===== config.mk =====
export PLATFORM = sky130hd
export DESIGN_NAME = apb2axi_bridge_flat
export DESIGN_NICKNAME = d
export VERILOG_FILES = /design/src/rtl/apb2axi_pkg.sv /design/src/rtl/axi_bus.sv /design/src/rtl/apb2axi_bridge.sv /design/src/flat_wrapper.sv
export SDC_FILE = /design/constraint.sdc
export NUM_CORES = 1
export LEC_CHECK = 0
export BUFFER_PORTS_ARGS = -buffer_cell sky130_fd_sc_hd__buf_2
export CORE_AREA = 4 4 165 167
export DETAILED_ROUTE_END_ITERATION = 7
export DIE_AREA = 0 0 169 171
export SYNTH_ARGS = -nofsm -noshare
export SYNTH_HDL_FRONTEND = slang
export SYNTH_SLANG_ARGS = --single-unit

===== constraint.sdc =====
create_clock -name clk_i -period 1.4 [get_ports clk_i]
set_clock_uncertainty 0.15 [all_clocks]
set_input_delay 0.14 -clock clk_i [delete_from_list [all_inputs] [get_ports clk_i]]
set_output_delay 0.14 -clock clk_i [all_outputs]
set_load 0.03 [all_outputs]

===== src/rtl/apb2axi_pkg.sv =====
// Shared types and AXI encodings for the APB-to-AXI bridge.
package apb2axi_pkg;

  typedef enum logic [2:0] {
    ST_IDLE    = 3'd0,
    ST_ERR     = 3'd1,
    ST_WR_REQ  = 3'd2,
    ST_WR_RESP = 3'd3,
    ST_RD_REQ  = 3'd4,
    ST_RD_RESP = 3'd5,
    ST_DONE    = 3'd6
  } state_e;

  localparam logic [2:0] AXI_SIZE_4B     = 3'b010;
  localparam logic [1:0] AXI_BURST_INCR  = 2'b01;
  localparam logic [1:0] AXI_RESP_SLVERR = 2'b10;
  localparam logic [1:0] AXI_RESP_DECERR = 2'b11;

  function automatic logic resp_is_err(input logic [1:0] resp);
    return (resp == AXI_RESP_SLVERR) || (resp == AXI_RESP_DECERR);
  endfunction

endpackage


===== src/rtl/axi_bus.sv =====
// AXI4 bus bundle carrying all five channels; the bridge uses the Master view.
interface AXI_BUS #(
  parameter int unsigned AXI_ADDR_WIDTH = 32,
  parameter int unsigned AXI_DATA_WIDTH = 64,
  parameter int unsigned AXI_ID_WIDTH   = 6,
  parameter int unsigned AXI_USER_WIDTH = 6
);
  localparam int unsigned AXI_STRB_WIDTH = AXI_DATA_WIDTH / 8;

  logic [AXI_ID_WIDTH-1:0]   aw_id;
  logic [AXI_ADDR_WIDTH-1:0] aw_addr;
  logic [7:0]                aw_len;
  logic [2:0]                aw_size;
  logic [1:0]                aw_burst;
  logic                      aw_lock;
  logic [3:0]                aw_cache;
  logic [2:0]                aw_prot;
  logic [3:0]                aw_qos;
  logic [3:0]                aw_region;
  logic [AXI_USER_WIDTH-1:0] aw_user;
  logic                      aw_valid;
  logic                      aw_ready;

  logic [AXI_DATA_WIDTH-1:0] w_data;
  logic [AXI_STRB_WIDTH-1:0] w_strb;
  logic                      w_last;
  logic [AXI_USER_WIDTH-1:0] w_user;
  logic                      w_valid;
  logic                      w_ready;

  logic [AXI_ID_WIDTH-1:0]   b_id;
  logic [1:0]                b_resp;
  logic [AXI_USER_WIDTH-1:0] b_user;
  logic                      b_valid;
  logic                      b_ready;

  logic [AXI_ID_WIDTH-1:0]   ar_id;
  logic [AXI_ADDR_WIDTH-1:0] ar_addr;
  logic [7:0]                ar_len;
  logic [2:0]                ar_size;
  logic [1:0]                ar_burst;
  logic                      ar_lock;
  logic [3:0]                ar_cache;
  logic [2:0]                ar_prot;
  logic [3:0]                ar_qos;
  logic [3:0]                ar_region;
  logic [AXI_USER_WIDTH-1:0] ar_user;
  logic                      ar_valid;
  logic                      ar_ready;

  logic [AXI_ID_WIDTH-1:0]   r_id;
  logic [AXI_DATA_WIDTH-1:0] r_data;
  logic [1:0]                r_resp;
  logic                      r_last;
  logic [AXI_USER_WIDTH-1:0] r_user;
  logic                      r_valid;
  logic                      r_ready;

  modport Master (
    output aw_id, aw_addr, aw_len, aw_size, aw_burst, aw_lock, aw_cache, aw_prot,
           aw_qos, aw_region, aw_user, aw_valid,
    input  aw_ready,
    output w_data, w_strb, w_last, w_user, w_valid,
    input  w_ready,
    input  b_id, b_resp, b_user, b_valid,
    output b_ready,
    output ar_id, ar_addr, ar_len, ar_size, ar_burst, ar_lock, ar_cache, ar_prot,
           ar_qos, ar_region, ar_user, ar_valid,
    input  ar_ready,
    input  r_id, r_data, r_resp, r_last, r_user, r_valid,
    output r_ready
  );

endinterface


===== src/rtl/apb2axi_bridge.sv =====
// APB3 slave that turns each transfer into one single-beat AXI4 master transaction,
// holding the APB wait-state until the AXI response returns.
//
// state      | meaning
// -----------+--------------------------------------------------
// ST_IDLE    | waiting for an APB access phase
// ST_ERR     | misaligned address: pready+pslverr, no AXI traffic
// ST_WR_REQ  | AW and W offered, each dropped after its handshake
// ST_WR_RESP | b_ready high, waiting for the write response
// ST_RD_REQ  | AR offered until accepted
// ST_RD_RESP | r_ready high, waiting for read data
// ST_DONE    | pready for one cycle with the captured error
module apb2axi_bridge
  import apb2axi_pkg::*;
#(
  parameter int unsigned AXI_ADDR_WIDTH = 32,
  parameter int unsigned AXI_DATA_WIDTH = 64,
  parameter int unsigned AXI_ID_WIDTH   = 6,
  parameter int unsigned AXI_USER_WIDTH = 6,
  parameter int unsigned APB_ADDR_WIDTH = 32,
  parameter logic [AXI_ID_WIDTH-1:0]   AXI_ID        = '0,
  parameter logic [AXI_ADDR_WIDTH-1:0] AXI_ADDR_BASE = '0
) (
  input  logic                      clk_i,
  input  logic                      rst_i,
  input  logic                      psel,
  input  logic                      penable,
  input  logic                      pwrite,
  input  logic [APB_ADDR_WIDTH-1:0] paddr,
  input  logic [31:0]               pwdata,
  output logic [31:0]               prdata,
  output logic                      pready,
  output logic                      pslverr,
  AXI_BUS.Master                    axi_master
);

  state_e                    state;
  logic [APB_ADDR_WIDTH-1:0] addr_q;
  logic [31:0]               wdata_q;
  logic                      aw_done;
  logic                      w_done;
  logic                      err_q;

  logic                      aw_valid;
  logic                      w_valid;
  logic                      aw_hs;
  logic                      w_hs;
  logic                      lane;
  logic [AXI_ADDR_WIDTH-1:0] axi_addr;

  assign lane     = addr_q[2];
  assign axi_addr = AXI_ADDR_BASE | AXI_ADDR_WIDTH'(addr_q);
  assign aw_valid = (state == ST_WR_REQ) && !aw_done;
  assign w_valid  = (state == ST_WR_REQ) && !w_done;
  assign aw_hs    = aw_valid && axi_master.aw_ready;
  assign w_hs     = w_valid && axi_master.w_ready;

  always_ff @(posedge clk_i) begin
    if (rst_i) begin
      state   <= ST_IDLE;
      addr_q  <= '0;
      wdata_q <= '0;
      aw_done <= 1'b0;
      w_done  <= 1'b0;
      err_q   <= 1'b0;
      prdata  <= '0;
    end else begin
      case (state)
        ST_IDLE: begin
          if (psel && penable) begin
            addr_q  <= paddr;
            wdata_q <= pwdata;
            aw_done <= 1'b0;
            w_done  <= 1'b0;
            err_q   <= 1'b0;
            if (paddr[1:0] != 2'b00) state <= ST_ERR;
            else if (pwrite)         state <= ST_WR_REQ;
            else                     state <= ST_RD_REQ;
          end
        end
        ST_WR_REQ: begin
          if (aw_hs) aw_done <= 1'b1;
          if (w_hs)  w_done  <= 1'b1;
          // AW and W may complete in either order or together
          if ((aw_done || aw_hs) && (w_done || w_hs)) state <= ST_WR_RESP;
        end
        ST_WR_RESP: begin
          if (axi_master.b_valid) begin
            err_q <= resp_is_err(axi_master.b_resp);
            state <= ST_DONE;
          end
        end
        ST_RD_REQ: begin
          if (axi_master.ar_ready) state <= ST_RD_RESP;
        end
        ST_RD_RESP: begin
          if (axi_master.r_valid) begin
            prdata <= lane ? axi_master.r_data[63:32] : axi_master.r_data[31:0];
            err_q  <= resp_is_err(axi_master.r_resp);
            state  <= ST_DONE;
          end
        end
        ST_ERR, ST_DONE: state <= ST_IDLE;
        default:         state <= ST_IDLE;
      endcase
    end
  end

  assign pready  = (state == ST_DONE) || (state == ST_ERR);
  assign pslverr = (state == ST_ERR) || ((state == ST_DONE) && err_q);

  assign axi_master.aw_id     = AXI_ID;
  assign axi_master.aw_addr   = axi_addr;
  assign axi_master.aw_len    = 8'd0;
  assign axi_master.aw_size   = AXI_SIZE_4B;
  assign axi_master.aw_burst  = AXI_BURST_INCR;
  assign axi_master.aw_lock   = 1'b0;
  assign axi_master.aw_cache  = 4'd0;
  assign axi_master.aw_prot   = 3'd0;
  assign axi_master.aw_qos    = 4'd0;
  assign axi_master.aw_region = 4'd0;
  assign axi_master.aw_user   = '0;
  assign axi_master.aw_valid  = aw_valid;

  assign axi_master.w_data  = lane ? {wdata_q, 32'h0} : {32'h0, wdata_q};
  assign axi_master.w_strb  = lane ? 8'hF0 : 8'h0F;
  assign axi_master.w_last  = 1'b1;
  assign axi_master.w_user  = '0;
  assign axi_master.w_valid = w_valid;

  assign axi_master.b_ready = (state == ST_WR_RESP);

  assign axi_master.ar_id     = AXI_ID;
  assign axi_master.ar_addr   = axi_addr;
  assign axi_master.ar_len    = 8'd0;
  assign axi_master.ar_size   = AXI_SIZE_4B;
  assign axi_master.ar_burst  = AXI_BURST_INCR;
  assign axi_master.ar_lock   = 1'b0;
  assign axi_master.ar_cache  = 4'd0;
  assign axi_master.ar_prot   = 3'd0;
  assign axi_master.ar_qos    = 4'd0;
  assign axi_master.ar_region = 4'd0;
  assign axi_master.ar_user   = '0;
  assign axi_master.ar_valid  = (state == ST_RD_REQ);

  assign axi_master.r_ready = (state == ST_RD_RESP);

  // Single-beat transfers with a fixed ID: response IDs, user bits and r_last carry no information
  logic unused_ok;
  assign unused_ok = ^{axi_master.b_id, axi_master.b_user, axi_master.r_id,
                       axi_master.r_last, axi_master.r_user};

endmodule


===== src/flat_wrapper.sv =====
// flat-port wrapper written by rule: the top's interface ports become plain ports
module apb2axi_bridge_flat import apb2axi_pkg::*;
#(
  parameter int unsigned AXI_ADDR_WIDTH = 32,
  parameter int unsigned AXI_DATA_WIDTH = 64,
  parameter int unsigned AXI_ID_WIDTH   = 6,
  parameter int unsigned AXI_USER_WIDTH = 6,
  parameter int unsigned APB_ADDR_WIDTH = 32,
  parameter logic [AXI_ID_WIDTH-1:0]   AXI_ID        = '0,
  parameter logic [AXI_ADDR_WIDTH-1:0] AXI_ADDR_BASE = '0
)
  (clk_i, rst_i, psel, penable, pwrite, paddr, pwdata, prdata, pready, pslverr, axi_master_aw_id, axi_master_aw_addr, axi_master_aw_len, axi_master_aw_size, axi_master_aw_burst, axi_master_aw_lock, axi_master_aw_cache, axi_master_aw_prot, axi_master_aw_qos, axi_master_aw_region, axi_master_aw_user, axi_master_aw_valid, axi_master_aw_ready, axi_master_w_data, axi_master_w_strb, axi_master_w_last, axi_master_w_user, axi_master_w_valid, axi_master_w_ready, axi_master_b_id, axi_master_b_resp, axi_master_b_user, axi_master_b_valid, axi_master_b_ready, axi_master_ar_id, axi_master_ar_addr, axi_master_ar_len, axi_master_ar_size, axi_master_ar_burst, axi_master_ar_lock, axi_master_ar_cache, axi_master_ar_prot, axi_master_ar_qos, axi_master_ar_region, axi_master_ar_user, axi_master_ar_valid, axi_master_ar_ready, axi_master_r_id, axi_master_r_data, axi_master_r_resp, axi_master_r_last, axi_master_r_user, axi_master_r_valid, axi_master_r_ready);
  AXI_BUS #(.AXI_ADDR_WIDTH(AXI_ADDR_WIDTH), .AXI_DATA_WIDTH(AXI_DATA_WIDTH), .AXI_ID_WIDTH(AXI_ID_WIDTH), .AXI_USER_WIDTH(AXI_USER_WIDTH)) axi_master_i ();
  input  logic clk_i;
  input  logic rst_i;
  input  logic psel;
  input  logic penable;
  input  logic pwrite;
  input  logic [APB_ADDR_WIDTH-1:0] paddr;
  input  logic [31:0] pwdata;
  output logic [31:0] prdata;
  output logic pready;
  output logic pslverr;
  output wire logic [$bits(axi_master_i.aw_id)-1:0] axi_master_aw_id;
  output wire logic [$bits(axi_master_i.aw_addr)-1:0] axi_master_aw_addr;
  output wire logic [$bits(axi_master_i.aw_len)-1:0] axi_master_aw_len;
  output wire logic [$bits(axi_master_i.aw_size)-1:0] axi_master_aw_size;
  output wire logic [$bits(axi_master_i.aw_burst)-1:0] axi_master_aw_burst;
  output wire logic [$bits(axi_master_i.aw_lock)-1:0] axi_master_aw_lock;
  output wire logic [$bits(axi_master_i.aw_cache)-1:0] axi_master_aw_cache;
  output wire logic [$bits(axi_master_i.aw_prot)-1:0] axi_master_aw_prot;
  output wire logic [$bits(axi_master_i.aw_qos)-1:0] axi_master_aw_qos;
  output wire logic [$bits(axi_master_i.aw_region)-1:0] axi_master_aw_region;
  output wire logic [$bits(axi_master_i.aw_user)-1:0] axi_master_aw_user;
  output wire logic [$bits(axi_master_i.aw_valid)-1:0] axi_master_aw_valid;
  input wire logic [$bits(axi_master_i.aw_ready)-1:0] axi_master_aw_ready;
  output wire logic [$bits(axi_master_i.w_data)-1:0] axi_master_w_data;
  output wire logic [$bits(axi_master_i.w_strb)-1:0] axi_master_w_strb;
  output wire logic [$bits(axi_master_i.w_last)-1:0] axi_master_w_last;
  output wire logic [$bits(axi_master_i.w_user)-1:0] axi_master_w_user;
  output wire logic [$bits(axi_master_i.w_valid)-1:0] axi_master_w_valid;
  input wire logic [$bits(axi_master_i.w_ready)-1:0] axi_master_w_ready;
  input wire logic [$bits(axi_master_i.b_id)-1:0] axi_master_b_id;
  input wire logic [$bits(axi_master_i.b_resp)-1:0] axi_master_b_resp;
  input wire logic [$bits(axi_master_i.b_user)-1:0] axi_master_b_user;
  input wire logic [$bits(axi_master_i.b_valid)-1:0] axi_master_b_valid;
  output wire logic [$bits(axi_master_i.b_ready)-1:0] axi_master_b_ready;
  output wire logic [$bits(axi_master_i.ar_id)-1:0] axi_master_ar_id;
  output wire logic [$bits(axi_master_i.ar_addr)-1:0] axi_master_ar_addr;
  output wire logic [$bits(axi_master_i.ar_len)-1:0] axi_master_ar_len;
  output wire logic [$bits(axi_master_i.ar_size)-1:0] axi_master_ar_size;
  output wire logic [$bits(axi_master_i.ar_burst)-1:0] axi_master_ar_burst;
  output wire logic [$bits(axi_master_i.ar_lock)-1:0] axi_master_ar_lock;
  output wire logic [$bits(axi_master_i.ar_cache)-1:0] axi_master_ar_cache;
  output wire logic [$bits(axi_master_i.ar_prot)-1:0] axi_master_ar_prot;
  output wire logic [$bits(axi_master_i.ar_qos)-1:0] axi_master_ar_qos;
  output wire logic [$bits(axi_master_i.ar_region)-1:0] axi_master_ar_region;
  output wire logic [$bits(axi_master_i.ar_user)-1:0] axi_master_ar_user;
  output wire logic [$bits(axi_master_i.ar_valid)-1:0] axi_master_ar_valid;
  input wire logic [$bits(axi_master_i.ar_ready)-1:0] axi_master_ar_ready;
  input wire logic [$bits(axi_master_i.r_id)-1:0] axi_master_r_id;
  input wire logic [$bits(axi_master_i.r_data)-1:0] axi_master_r_data;
  input wire logic [$bits(axi_master_i.r_resp)-1:0] axi_master_r_resp;
  input wire logic [$bits(axi_master_i.r_last)-1:0] axi_master_r_last;
  input wire logic [$bits(axi_master_i.r_user)-1:0] axi_master_r_user;
  input wire logic [$bits(axi_master_i.r_valid)-1:0] axi_master_r_valid;
  output wire logic [$bits(axi_master_i.r_ready)-1:0] axi_master_r_ready;
  assign axi_master_aw_id = axi_master_i.aw_id;
  assign axi_master_aw_addr = axi_master_i.aw_addr;
  assign axi_master_aw_len = axi_master_i.aw_len;
  assign axi_master_aw_size = axi_master_i.aw_size;
  assign axi_master_aw_burst = axi_master_i.aw_burst;
  assign axi_master_aw_lock = axi_master_i.aw_lock;
  assign axi_master_aw_cache = axi_master_i.aw_cache;
  assign axi_master_aw_prot = axi_master_i.aw_prot;
  assign axi_master_aw_qos = axi_master_i.aw_qos;
  assign axi_master_aw_region = axi_master_i.aw_region;
  assign axi_master_aw_user = axi_master_i.aw_user;
  assign axi_master_aw_valid = axi_master_i.aw_valid;
  assign axi_master_i.aw_ready = axi_master_aw_ready;
  assign axi_master_w_data = axi_master_i.w_data;
  assign axi_master_w_strb = axi_master_i.w_strb;
  assign axi_master_w_last = axi_master_i.w_last;
  assign axi_master_w_user = axi_master_i.w_user;
  assign axi_master_w_valid = axi_master_i.w_valid;
  assign axi_master_i.w_ready = axi_master_w_ready;
  assign axi_master_i.b_id = axi_master_b_id;
  assign axi_master_i.b_resp = axi_master_b_resp;
  assign axi_master_i.b_user = axi_master_b_user;
  assign axi_master_i.b_valid = axi_master_b_valid;
  assign axi_master_b_ready = axi_master_i.b_ready;
  assign axi_master_ar_id = axi_master_i.ar_id;
  assign axi_master_ar_addr = axi_master_i.ar_addr;
  assign axi_master_ar_len = axi_master_i.ar_len;
  assign axi_master_ar_size = axi_master_i.ar_size;
  assign axi_master_ar_burst = axi_master_i.ar_burst;
  assign axi_master_ar_lock = axi_master_i.ar_lock;
  assign axi_master_ar_cache = axi_master_i.ar_cache;
  assign axi_master_ar_prot = axi_master_i.ar_prot;
  assign axi_master_ar_qos = axi_master_i.ar_qos;
  assign axi_master_ar_region = axi_master_i.ar_region;
  assign axi_master_ar_user = axi_master_i.ar_user;
  assign axi_master_ar_valid = axi_master_i.ar_valid;
  assign axi_master_i.ar_ready = axi_master_ar_ready;
  assign axi_master_i.r_id = axi_master_r_id;
  assign axi_master_i.r_data = axi_master_r_data;
  assign axi_master_i.r_resp = axi_master_r_resp;
  assign axi_master_i.r_last = axi_master_r_last;
  assign axi_master_i.r_user = axi_master_r_user;
  assign axi_master_i.r_valid = axi_master_r_valid;
  assign axi_master_r_ready = axi_master_i.r_ready;
  apb2axi_bridge #(.AXI_ADDR_WIDTH(AXI_ADDR_WIDTH), .AXI_DATA_WIDTH(AXI_DATA_WIDTH), .AXI_ID_WIDTH(AXI_ID_WIDTH), .AXI_USER_WIDTH(AXI_USER_WIDTH), .APB_ADDR_WIDTH(APB_ADDR_WIDTH), .AXI_ID(AXI_ID), .AXI_ADDR_BASE(AXI_ADDR_BASE)) u_core (.clk_i(clk_i), .rst_i(rst_i), .psel(psel), .penable(penable), .pwrite(pwrite), .paddr(paddr), .pwdata(pwdata), .prdata(prdata), .pready(pready), .pslverr(pslverr), .axi_master(axi_master_i));
endmodule

==> results.json <==
{
  "status": "finished, violations left",
  "failed_checks": "hold timing, setup timing",
  "die-area_mm2": 0.0289,
  "cp.required_ps": 1530,
  "clkSinkCount": 102,
  "async_reset_ff_share_pct": 0,
  "hp-class": "input pin to flip-flop",
  "start_util_pct": 22.7,
  "gr-total-overflow": 0,
  "synth-seq-area-share_pct": 34.9,
  "swShare_pct": 34.9,
  "seqPwrFrac_pct": 36.5,
  "maxSlewViolCount": 0,
  "grtUsageMet2_pct": 30.0,
  "syn-cell-area_mm2": 0.00585,
  "die_w_um": 169,
  "cts_max_path_buffers": 2,
  "post-route-min-period_ps": 1710,
  "yosys_warnings": 0,
  "synthXorXnorAreaFrac_pct": 0,
  "synth_compound_area_share_pct": 19.7,
  "setup_tns_ps": -40050,
  "ctsRootBufferMaster": "clkbuf_16",
  "initialDrtViolationCount": 321,
  "timing.final.crit_share_pct": 122,
  "drive_gt1_share_pct": 58.0,
  "clk_pin_slew_ps": 80,
  "final_util_pct": 45.2,
  "dp_cells": 1276,
  "antenna_found_initial": 2,
  "synth_edf_count": 0,
  "gp_congestion": 0.742,
  "finalNetCount": 1311,
  "ys_types": 39,
  "num_io_pins": 431,
  "total_power_mw": 8.53,
  "firstDrtPassIters": 5,
  "p_switching_mw": 2.98,
  "synthFlopType": "dfxtp_1",
  "cp_cell_sequence": "buf_6 -> buf_6 -> and4bb_4 -> buf_12 -> buf_12 -> buf_16 -> nand3_1 -> a21oi_1",
  "crit_type": "flip-flop to flip-flop",
  "dpl-instance-area_mm2": 0.00743,
  "wl_per_cell_um": 18.6,
  "worstSetupEndpointType": "flip-flop",
  "design.core.area_mm2": 0.0258,
  "grt_pass1_vias": 6708,
  "synth_fa_ha_area_share_pct": 0,
  "via_count": 6800,
  "drc": 0,
  "place_hpwl_mm": 14.1,
  "fill_cells": 2272,
  "crit_slowest_cell": "and4bb_4",
  "insertion_delay_ps": 350,
  "track_usage_pct": 16.1,
  "routed_wl_mm": 27.6,
  "maxCapViolCount": 0,
  "p_int_mw": 5.55,
  "p_leak_nw": 4.98,
  "cp_max_fo": 5,
  "synth_cells": 697,
  "pwr-share-comb_pct": 33.7,
  "fp-row-count": 59,
  "syn_avg_cell_area_um2": 8.39,
  "finalSetupViolCount": 181,
  "synth_top_family_by_area": "buffers and inverters",
  "synthMuxAreaShare_pct": 5.48,
  "antenna_left": 0,
  "top_usage_layer": "met2",
  "rsz0062_at_grt": "yes",
  "numCtsBuffers": 9,
  "grt_max_degree": 47,
  "globalRouteMet1Util_pct": 17.7,
  "tritoncts": "done",
  "htree_num_levels": 3,
  "ir_worst_vdd_v": 0.000545,
  "max_freq_ghz": 0.583,
  "setup_ws_ps": -314,
  "syn_to_final_growth_pct": 99.2,
  "worstSetupStartpointType": "flip-flop",
  "io_buffers": 314,
  "via_per_inst": 4.58,
  "design_area_mm2": 0.0116,
  "power_density_mw_per_mm2": 732,
  "cp.arrival_ps": 1850,
  "ys_seq_elements": 102,
  "final_cell_mix": "buf_2, dlygate4sd3_1, dfxtp_1, conb_1, buf_6",
  "final_common_cell": "buf_2",
  "finalNonFillerCells": 1485,
  "grt_first_pass_wirelength_mm": 36.4,
  "power.clock.fraction_pct": 29.8,
  "die_h_um": 171,
  "slowest_delay_ps": 370,
  "hold_viol": 1,
  "synth-simple-area-share_pct": 17.6,
  "use_met3_pct": 4.14,
  "holdWs_ps": -2.46
}
==> logic make-up after synthesis <==
group,count (synthesis)
buffers and inverters,193
AOI/OAI and AO/OA,178
other,2
and+or+nand+nor,190
DFF,102
muxes,32
==> flip-flops by register name, summed over array words and instances (netlist names) <==
name,flops
u_core.aw_done,1
u_core.state,3
u_core.prdata,32
u_core.axi_master.ar_addr,32
u_core.err_q,1
u_core.wdata_q,32
u_core.w_done,1
==> final timing paths <==
path / from / to / slack [ps] / cells past startpoint
min: axi_master_r_data[55] / u_core.prdata[23]$_SDFFE_PP0P_ / -2 / 3
max reg2reg: u_core.state[0]$_SDFFE_PP0P_ / u_core.axi_master.ar_addr[4]$_SDFFE_PP0P_ / -310 / 8
min reg2reg: u_core.axi_master.ar_addr[6]$_SDFFE_PP0P_ / u_core.axi_master.ar_addr[6]$_SDFFE_PP0P_ / 340 / 2
max: u_core.state[0]$_SDFFE_PP0P_ / u_core.axi_master.ar_addr[4]$_SDFFE_PP0P_ / -310 / 8
==> layout make-up <==
cell class | instances | area (µm²) | area share (%)
timing repair buffer | 539 | 4810 | 41.3
clock buffer | 10 | 239 | 2.05
clock inverter | 6 | 50.0 | 0.430
antenna | 1 | 2.50 | 0.0215
tap | 335 | 419 | 3.60
inverter | 3 | 23.8 | 0.204
sequential | 102 | 2050 | 17.6
multi-input combinational | 489 | 4050 | 34.8
==> power by group through the flow <==
stage	Clock, mW	Combinational, mW	Sequential [mW]
6_report	2.54	2.87	3.11
3_3_place_gp	0	1.75	3.16
5_1_grt	2.76	3.02	3.12
4_1_cts	2.67	2.60	3.10
3_5_place_dp	0	1.76	3.16
2_1_floorplan	0	1.39	3.24
==> stage by stage <==
step	setup slack [ps]	hold slack, ps
CTS	-334	1.75
finish	-314	-2.46
global route	-370	6.47
floorplan	-83.0	126
detailed placement	-116	249
global placement	-79.3	242
==> per-layer routing <==
layer  up-vias  share of wire [%]
met5         -              0.054
met4         2                3.3
met3        70                7.8
met2       362                 52
met1      3273                 37
li1       3093                  -
==> cell usage after synthesis (4+ instances only) <==
cell / n / area [µm²]
buf_4: 139 / 1040
clkbuf_1: 30 / 113
o21ai_0: 56 / 280
buf_2: 13 / 65.1
a211oi_2: 30 / 375
nor2_1: 38 / 143
a21oi_1: 67 / 335
nand3_1: 64 / 320
nor2b_1: 34 / 213
dfxtp_1: 102 / 2040
nand2b_1: 5 / 31.3
o21ai_1: 11 / 55.1
and2_1: 32 / 200
buf_6: 4 / 45.0
mux2i_1: 32 / 320
==> worst max-delay path: cells and delay by family (launching register included) <==
family          cells  cell delay [ps]
compound gates      1              130
buf+inv             5              580
flops               1              340
simple gates        2              440
==> what timing repair did <==
item | in CTS | in global routing
setup buffers | 37 | 22
resized for setup | 282 | 192
pin swaps | 91 | 75
hold buffers | 112 | 10
endpoints found under the hold margin | 92 | 6
setup endpoints to repair | 172 | 183
gates cloned | 21 | 6
(Power assumes the default switching activity.)
